--- config.mk ---
export PLATFORM = sky130hd
export DESIGN_NAME = apb_two_slave_master
export DESIGN_NICKNAME = d
export VERILOG_FILES = /design/src/rtl/apb_two_slave_master.sv
export SDC_FILE = /design/constraint.sdc
export NUM_CORES = 1
export LEC_CHECK = 0
export BUFFER_PORTS_ARGS = -buffer_cell sky130_fd_sc_hd__buf_2
export CAP_MARGIN = 20
export CORE_MARGIN = 2
export CORE_UTILIZATION = 48
export CTS_CLUSTER_SIZE = 20
export DETAILED_ROUTE_END_ITERATION = 8
export PLACE_DENSITY = 0.83
export SYNTH_ARGS = -nofsm -noshare
export SYNTH_HDL_FRONTEND = slang
export SYNTH_SLANG_ARGS = --single-unit
export TNS_END_PERCENT = 50
--- constraint.sdc ---
create_clock -name pclk -period 2.7 [get_ports pclk]
set_input_delay 0.405 -clock pclk [delete_from_list [all_inputs] [get_ports pclk]]
set_output_delay 0.405 -clock pclk [all_outputs]
set_load 0.05 [all_outputs]
--- src/rtl/apb_two_slave_master.sv ---
// apb_two_slave_master
//   APB master bridge. It turns driver-side transfer requests into APB
//   SETUP/ACCESS cycles toward two slaves. Address bit AW-1 picks the slave.
//   Wait states are honoured through pready. A transfer whose slave stays
//   unready for TIMEOUT ACCESS cycles is aborted, and a one-cycle pslverr
//   pulse marks the abort.
//
// Ports
//   pclk, presetn         : APB clock, asynchronous active-low reset
//   transfer, read_write  : request strobe and direction (1 = read)
//   apb_write_paddr/data  : write request address and data
//   apb_read_paddr        : read request address
//   apb_read_data_out     : data of the last completed read
//   psel1, psel2          : slave selects (paddr MSB 0 -> slave 1, 1 -> slave 2)
//   penable, pwrite       : APB enable (ACCESS phase) and direction (1 = write)
//   paddr, pwdata         : APB address and write data
//   prdata1/2, pready1/2  : slave read data and ready
//   pslverr               : one-cycle pulse when a transfer times out
module apb_two_slave_master #(
  parameter int AW      = 9,
  parameter int DW      = 8,
  parameter int TIMEOUT = 16
) (
  input  logic          pclk,
  input  logic          presetn,
  input  logic          transfer,
  input  logic          read_write,
  input  logic [AW-1:0] apb_write_paddr,
  input  logic [DW-1:0] apb_write_data,
  input  logic [AW-1:0] apb_read_paddr,
  output logic [DW-1:0] apb_read_data_out,
  output logic          psel1,
  output logic          psel2,
  output logic          penable,
  output logic          pwrite,
  output logic [AW-1:0] paddr,
  output logic [DW-1:0] pwdata,
  input  logic [DW-1:0] prdata1,
  input  logic [DW-1:0] prdata2,
  input  logic          pready1,
  input  logic          pready2,
  output logic          pslverr
);

  localparam logic [1:0] ST_IDLE   = 2'd0;
  localparam logic [1:0] ST_SETUP  = 2'd1;
  localparam logic [1:0] ST_ACCESS = 2'd2;

  localparam int CW = (TIMEOUT > 2) ? $clog2(TIMEOUT) : 1;
  localparam logic [CW-1:0] CNT_LAST = CW'(TIMEOUT - 1);

  logic [1:0]    state_q, state_d;
  logic          pwrite_q, pwrite_d;
  logic [AW-1:0] paddr_q, paddr_d;
  logic [DW-1:0] pwdata_q, pwdata_d;
  logic [DW-1:0] rdata_q, rdata_d;
  logic          pslverr_q, pslverr_d;
  logic [CW-1:0] cnt_q, cnt_d;

  logic          capture;
  logic          sel_ready;
  logic [DW-1:0] sel_rdata;

  // The registered address MSB picks the slave for the whole transfer, so the
  // unselected slave's ready and data never influence it.
  assign sel_ready = paddr_q[AW-1] ? pready2 : pready1;
  assign sel_rdata = paddr_q[AW-1] ? prdata2 : prdata1;

  always_comb begin
    state_d   = state_q;
    pwrite_d  = pwrite_q;
    paddr_d   = paddr_q;
    pwdata_d  = pwdata_q;
    rdata_d   = rdata_q;
    pslverr_d = 1'b0;
    cnt_d     = cnt_q;
    capture   = 1'b0;

    case (state_q)
      ST_IDLE: begin
        if (transfer) begin
          capture = 1'b1;
          state_d = ST_SETUP;
        end
      end
      ST_SETUP: begin
        state_d = ST_ACCESS;
      end
      ST_ACCESS: begin
        if (sel_ready) begin
          cnt_d = '0;
          if (!pwrite_q) rdata_d = sel_rdata;
          if (transfer) begin
            capture = 1'b1;
            state_d = ST_SETUP;
          end else begin
            state_d = ST_IDLE;
          end
        end else if (cnt_q == CNT_LAST) begin
          // The counter holds the number of unready cycles seen so far. The
          // abort therefore lands on the TIMEOUT-th unready ACCESS cycle.
          pslverr_d = 1'b1;
          cnt_d     = '0;
          state_d   = ST_IDLE;
        end else begin
          cnt_d = cnt_q + CW'(1);
        end
      end
      default: begin
        state_d = ST_IDLE;
      end
    endcase

    // Request fields are captured only when a new transfer starts. A read
    // leaves the previous write data on pwdata.
    if (capture) begin
      pwrite_d = ~read_write;
      paddr_d  = read_write ? apb_read_paddr : apb_write_paddr;
      if (!read_write) pwdata_d = apb_write_data;
    end
  end

  always_ff @(posedge pclk or negedge presetn) begin
    if (!presetn) begin
      state_q   <= ST_IDLE;
      pwrite_q  <= 1'b0;
      paddr_q   <= '0;
      pwdata_q  <= '0;
      rdata_q   <= '0;
      pslverr_q <= 1'b0;
      cnt_q     <= '0;
    end else begin
      state_q   <= state_d;
      pwrite_q  <= pwrite_d;
      paddr_q   <= paddr_d;
      pwdata_q  <= pwdata_d;
      rdata_q   <= rdata_d;
      pslverr_q <= pslverr_d;
      cnt_q     <= cnt_d;
    end
  end

  // The selects and enable decode directly from the state register. Reset
  // clears the state asynchronously, so the bus drops to idle immediately.
  assign psel1             = (state_q != ST_IDLE) && !paddr_q[AW-1];
  assign psel2             = (state_q != ST_IDLE) &&  paddr_q[AW-1];
  assign penable           = (state_q == ST_ACCESS);
  assign pwrite            = pwrite_q;
  assign paddr             = paddr_q;
  assign pwdata            = pwdata_q;
  assign apb_read_data_out = rdata_q;
  assign pslverr           = pslverr_q;

endmodule

-- Word level (Yosys, flattened, before mapping)
Cells that the tools add are included.
- register bits after elaboration: 33
- logic and storage cells: 39
- $add $sub $neg: 1
- eq/ne operators: 5
- multiplexer cells: 16
- bitwise logic cells: 2
- reductions and logical operators: 8
- operators with widths (kind ; count):
    2-to-1 mux 9 bit ; 1
    2-to-1 mux 4 bit ; 2
    2-to-1 mux 8 bit ; 1
    2-to-1 mux 1 bit ; 7
    2-to-1 mux 2 bit ; 3
    one-hot mux 2 bit (3 select lines) ; 1
    adder 4 x 1 -> 4 bit (second input constant) ; 1
    equality test 4 bit (second input constant) ; 1
    AND reduction 2 bit ; 2
    != test 3 x 1 -> 1 bit (second input constant) ; 1
    AND reduction 3 bit ; 1
    equality test 2 x 1 -> 1 bit (second input constant) ; 1
    equality test 2 bit (second input constant) ; 1
    logical AND 1 bit ; 2
    logical NOT 2 bit ; 1
    != test 2 bit (second input constant) ; 1
    inverter 1 bit ; 2
    one-hot mux 1 bit (2 select lines) ; 1
    nonzero test 2 bit ; 1
    logical NOT 1 bit ; 1

-- Longest topological paths before layout
Gate-level depths: netlist (run 1).
- depth in word-level cells: 4
- gate-level depth with buffers: 4
- mapped depth without buffers: 4

-- Worst setup path before layout (run 1)
OpenSTA, ideal clock, no wires.
- path kind: reg-to-output
- from: register paddr_q[8], in the netlist paddr[8]
- to: output port psel2
- arrival: 1.828 ns
- required time: 2.295 ns
- path slack: 0.467 ns
- cell stages (with the launch flop): 3
- path through: dfrtp_1 -> clkbuf_1 -> nor2b_1
- cells in the longest elaborated chain, start to end: 1
- RTL lines (item ; RTL line ; source):
    start: declaration ; 54 ; logic [AW-1:0] paddr_q, paddr_d;
    start signal: assignment ; 135 ; paddr_q <= paddr_d;
    logical AND 1 bit ; 146 ; assign psel2 = (state_q != ST_IDLE) && paddr_q[AW-1];
    end: declaration ; 33 ; output logic psel2,
No other way between the ends.

-- Final worst setup path (run 1)
- from: register paddr_q[8], in the netlist paddr[8]
- to: register paddr_q[7], in the netlist paddr[7]
- cells in the longest elaborated chain, start to end: 3
- RTL lines (item ; RTL line ; source):
    2-to-1 mux 1 bit ; 66 ; assign sel_ready = paddr_q[AW-1] ? pready2 : pready1;
    2-to-1 mux 1 bit ; 90 ; if (sel_ready) begin
    one-hot mux 1 bit (2 select lines) ; 79 ; case (state_q)
No other way between the ends.
A chain may end at the register's enable or synchronous reset.

==> metrics.txt, run 1 <==
outcome finished clean; vias between 1,000 and 1,500; sequential area share after synthesis 52.8%; Slew headroom between 30% and 40%; PortBufs just under 80; CP max FO 13; Row Count 20; Place WS 0.443 ns; clk sinks 33; Buf/Inv on CP 0; vias per inst 5.09; CTS Buf Count 5; setup tns final 0 ns; Final Skew 0.00375 ns; Reg clk slew, reported paths 0.09 ns; Final Setup Violations 0; H-tree depth 2; hold_buf cts 0; Detailed Routing Iterations Pass 1 5; hold_ws 0.111 ns; top post-synthesis cells by area dfrtp_1 (53%), mux2_2 (24%), mux2_4 (7.7%); CORE AREA 3080 um^2; Synth Cell Area 1570 um^2; MaxCap Viol Count 0; final WL 3240 um; Post-synth EDFFs 0; Skew-Pair Late Insertion Delay about 0.33 ns; root buffer cell clkbuf_4; CP delay by family, top compound AO/OA/AOI/OAI gates; total setup buffers inserted after CTS 0; TritonCTS clock tree built; most frequent cells in the layout buf_2 (77), mux2_2 (34), dfrtp_1 (33); cell count after synthesis 111; Period Utilization, post-route 83.0%; utilization after layout 66.2%; Reg2Reg Depth 3; IO Pins around 80; Max Fclk 446 MHz; P&R area growth vs syn 30.1%; Setup crit end kind flop; DP Wirelength around 2500 um; WP depth 3; nets@finish 240; Antenna Cells 0; Total GRT Usage 19.8%; first-pass GRT wire length 5300 um; Hold Path Class in -> async; Post-Synthesis Net Count 160; peak supply drop roughly 0.62 mV; Critical Path AT approximately 2.5 ns; max-slew violation count 0; DIE WIDTH between 60 and 70 um; final worst setup slack 0.458 ns; Least-Margin Pin Slew 0.976 ns; leak pwr 1.03 nW; die area 3730 um^2; flops & latches, synth 33; Avg Cell Area, Syn 14.1 um^2; Fin. Hold Viols 0; slowest CP cell a21oi_1; crit path cell chain mux2i_4 -> a21oi_1 -> mux2_2; WS Path Type reg -> reg; clk buf depth 2; Remaining DRCs 0; min Tclk post-route 2.24 ns; asr flop ratio synth 100%; initial drt markers 24; antenna viol nets, final 0; commonest non-fill, non-tap cell in the layout buf_2; Main synth FF type dfrtp_1; Synth top area share between 50% and 60%; Ys Warns 0; worst path required time about 3 ns; fraction of layout cells with a size suffix above 1 66.7%; cts repair resizes 0; area leader, netlist dfrtp_1; crit path launch type flop; largest net degree at the start of global routing 34; slowest cell delay on critical path 0.81 ns; routability congestion estimate around 0.88; Die Height 61.1 um; gr ovfl total 0; vias in the first global route 1,230; Initial Utilization 50.9%; RSZ-0062 raised after global routing no; Power Density 1310 nW/um^2; initial antenna violation count 0; synth unique cells 27; post-DR wirelength/cell 13.7 um
cells by family (layout without fill, tap and decap cells):
kind of cell / after synthesis / in the layout / synth area share (%)
compound gates: 9 / 9 / 4.48
fa+ha+maj: 1 / 1 / 0.799
buf+inv: 8 / 89 / 2.24
flops: 33 / 33 / 52.8
mux: 44 / 44 / 34.2
simple gates: 16 / 16 / 5.52
state kept, by name (all words and copies together) (netlist names):
register	cells
pwrite	1
paddr	9
cnt_q	4
apb_read_data_out	8
pwdata	8
state_q	2
pslverr	1
Yosys cell counts (2+ instances only):
cell,instances
nor2_1,2
dfrtp_1,33
inv_1,4
a21oi_1,3
mux2_2,34
nand2b_1,2
mux2_4,8
and3_1,2
nand2_1,4
nand3_1,2
layer usage:
layer,vias up,wire (um),track usage [%]
li1,556,-,-
met1,589,1240,20.4
met3,4,243,6.51
met5,-,0,0
met2,52,1720,37.1
met4,0,36,7.45
power breakdown:
group	total [mW]	switching [mW]	internal, mW
sequential	0.881	0.168	0.713
combinational	1.53	1.04	0.483
clock	0.256	0.157	0.0990
layout make-up:
cell class,count,area (um^2)
Multi-Input combinational cell,70,704
Inverter,4,15.0
Clock inverter,2,10.0
Timing Repair Buffer,77,385
Fill cell,243,1040
Tap cell,44,55.1
Clock buffer,6,41.3
Sequential cell,33,826
final timing paths:
path                                 startpoint  slack, ns                                to
max in group asynchronous               presetn       2.14              cnt_q[2]$_DFFE_PN0N_
max                        paddr[8]$_DFFE_PN0P_       0.46              paddr[7]$_DFFE_PN0P_
max reg2reg                paddr[8]$_DFFE_PN0P_       0.46              paddr[7]$_DFFE_PN0P_
min in group pclk             apb_write_data[5]       0.30             pwdata[5]$_DFFE_PN0P_
min                                     presetn       0.11  apb_read_data_out[0]$_DFFE_PN0P_
min reg2reg                paddr[6]$_DFFE_PN0P_       0.51              paddr[6]$_DFFE_PN0P_
metrics by stage:
| stage | instance area [um^2] | instances | power (mW) |
|---|---|---|---|
| global route | 2040 | 236 | 2.81 |
| global placement | 1990 | 228 | 2.38 |
| CTS | 2040 | 236 | 2.69 |
| finish | 2040 | 236 | 2.66 |
| detailed placement | 1990 | 228 | 2.42 |
| floorplan | 1570 | 111 | 2.07 |
No activity file was read; power rests on OpenSTA's default activity.
==> inputs of run 2 (changes only) <==
Settings changed: CORE_UTILIZATION 48 to 45, PLACE_DENSITY 0.83 to 0.79.
Clock period 2.7 ns to 2.3 ns, I/O delays scaled along.
==> run 2 against run 1 <==
Against the previous run: setup slack better by 0.059 ns; via count decreased by 1.6%; core utilization shrank 3.5 points; largest power group unchanged.
==> metrics.txt, run 2 (synthesis results as in run 1) <==
nets@finish 242 (was 240); Final Setup Violations 0 (unchanged); min Tclk post-route about 1.8 ns; CORE AREA 3340 um^2 (was 3080 um^2); IO Pins 78 (unchanged); Place WS 0.577 ns (was 0.443 ns); DIE WIDTH 63.0 um (was 61.1 um); Die Height 63.0 um (was 61.1 um); final worst setup slack 0.517 ns (was 0.458 ns); MaxCap Viol Count 0 (unchanged); Fin. Hold Viols 0 (unchanged); PortBufs 77 (unchanged); max-slew violation count 0 (unchanged); hold_buf cts 0 (unchanged); cell area after layout 2090 um^2 (was 2040 um^2); Least-Margin Pin Slew 0.697 ns (was 0.976 ns); worst path required time 1.96 ns (was 2.92 ns); WS Path Type reg -> out (was reg -> reg); die area 3970 um^2 (was 3730 um^2); CTS Buf Count 5 (unchanged); Detailed Routing Iterations Pass 1 5 (unchanged); commonest non-fill, non-tap cell in the layout buf_2 (unchanged); TritonCTS clock tree built (unchanged); vias per inst 4.93 (was 5.09); Power Density 1570 nW/um^2 (was 1310 nW/um^2); RSZ-0062 raised after global routing no (unchanged); Setup crit end kind primary output (was flop); origin of the worst setup path state_q[0]$_DFFE_PN0P_ (was paddr[8]$_DFFE_PN0P_); root buffer cell clkbuf_4 (unchanged); r2r setup slk 0.55 ns (was 0.46 ns); H-tree depth 2 (unchanged); Final Skew 0.0127 ns (was 0.00375 ns); vias 1,182 (was 1,201); reg2reg start state_q[0]$_DFFE_PN0P_ (was paddr[8]$_DFFE_PN0P_); setup tns final 0 ns (unchanged); antenna viol nets, final 0 (unchanged); Critical Path AT 1.44 ns (was 2.46 ns); Initial Utilization 46.9% (was 50.9%); max reg flops 9 (unchanged); fraction of layout cells with a size suffix above 1 67.5% (was 66.7%); Slew headroom 53.5% (was 34.9%); Area after DPL 2000 um^2 (was 1990 um^2); vias in the first global route 1,213 (was 1,230); Max Fclk 561 MHz; worst flop-to-flop path endpoint apb_read_data_out[6]$_DFFE_PN0P_ (was paddr[7]$_DFFE_PN0P_); leak pwr 1.05 nW (was 1.03 nW); P&R area growth vs syn 33.7% (was 30.1%); crit path to penable (was paddr[7]$_DFFE_PN0P_); initial drt markers 23 (was 24); final WL 3210 um (was 3240 um); outcome finished clean (unchanged); Reg2Reg Depth 3 (unchanged); Reg clk slew, reported paths 0.11 ns (was 0.09 ns); Skew-Pair Late Insertion Delay 0.33 ns (about the same); Total GRT Usage 17.4% (was 19.8%); DP Wirelength 2470 um (was 2500 um); Antenna Cells 0 (unchanged); post-DR wirelength/cell 13.4 um (was 13.7 um); peak supply drop 0.772 mV (was 0.622 mV); Hold Path Class in -> async (unchanged); Remaining DRCs 0 (unchanged); most frequent cells in the layout buf_2 (77), mux2_2 (34), dfrtp_1 (33) (unchanged); largest net degree at the start of global routing 34 (unchanged); initial antenna violation count 0 (unchanged); gr ovfl total 0 (unchanged); crit path launch type flop (unchanged); clk buf depth 2 (unchanged); Row Count 21 (was 20); Period Utilization, post-route between 70% and 80%; clk sinks 33 (unchanged); routability congestion estimate 0.753 (was 0.880); CP max FO 6 (was 13); first-pass GRT wire length 5480 um (was 5300 um); cts repair resizes 0 (unchanged); total setup buffers inserted after CTS 0 (unchanged)
==> run 2: power breakdown <==
group | total, mW | switching [mW] | internal (mW)
logic | 1.84 | 1.25 | 0.583
registers | 1.00 | 0.167 | 0.837
clock network | 0.452 | 0.194 | 0.258
total | 3.29 | 1.61 | 1.68
==> run 2: worst min-delay path by stage <==
stage | cells past startpoint | slack, ns | startpoint | end
after floorplan | 0 | 0.05 | presetn | apb_read_data_out[0]$_DFFE_PN0P_
after global placement | 1 | 0.42 | presetn | pwdata[7]$_DFFE_PN0P_
after detailed placement | 1 | 0.44 | presetn | pwdata[7]$_DFFE_PN0P_
after CTS | 1 | 0.07 | presetn | pwdata[7]$_DFFE_PN0P_
after global routing | 1 | 0.1 | presetn | pwdata[5]$_DFFE_PN0P_
final | 1 | 0.04 | presetn | pwdata[5]$_DFFE_PN0P_
==> run 2: final cells by class <==
| cell class | count | area (um^2) |
|---|---|---|
| fillers | 254 | 1240 |
| repair buffers | 79 | 400 |
| flip-flops and latches | 33 | 826 |
| inverters | 4 | 15.0 |
| clock inverters | 2 | 37.5 |
| clock buffers | 6 | 51.3 |
| multi-input cells | 70 | 704 |
| well taps | 46 | 57.6 |
==> run 2: per-layer routing <==
metal  vias up  GRT usage (%)  share of wire, %
met5         -              0                 0
met4         0           5.28               1.7
met3         8           6.13               7.6
met2        55           30.1                52
met1       559           20.2                39
li1        560              -                 -
==> run 2: per-stage QoR <==
stage	hold WS, ns	std cells	power (mW)	utilization, %
after floorplan	0.0494	111	2.43	-
final	0.0449	240	3.29	62.7
after CTS	0.0657	240	3.32	62.7
after detailed placement	0.442	232	2.86	60.0
after global placement	0.424	232	2.81	60.0
after global routing	0.0982	240	3.45	62.7
==> run 2: critical path, cell delays in order, from the launching register on <==
cell      delay (ns)
dfrtp_1         0.43
nand2b_1        0.23
inv_1           0.16
buf_2           0.29
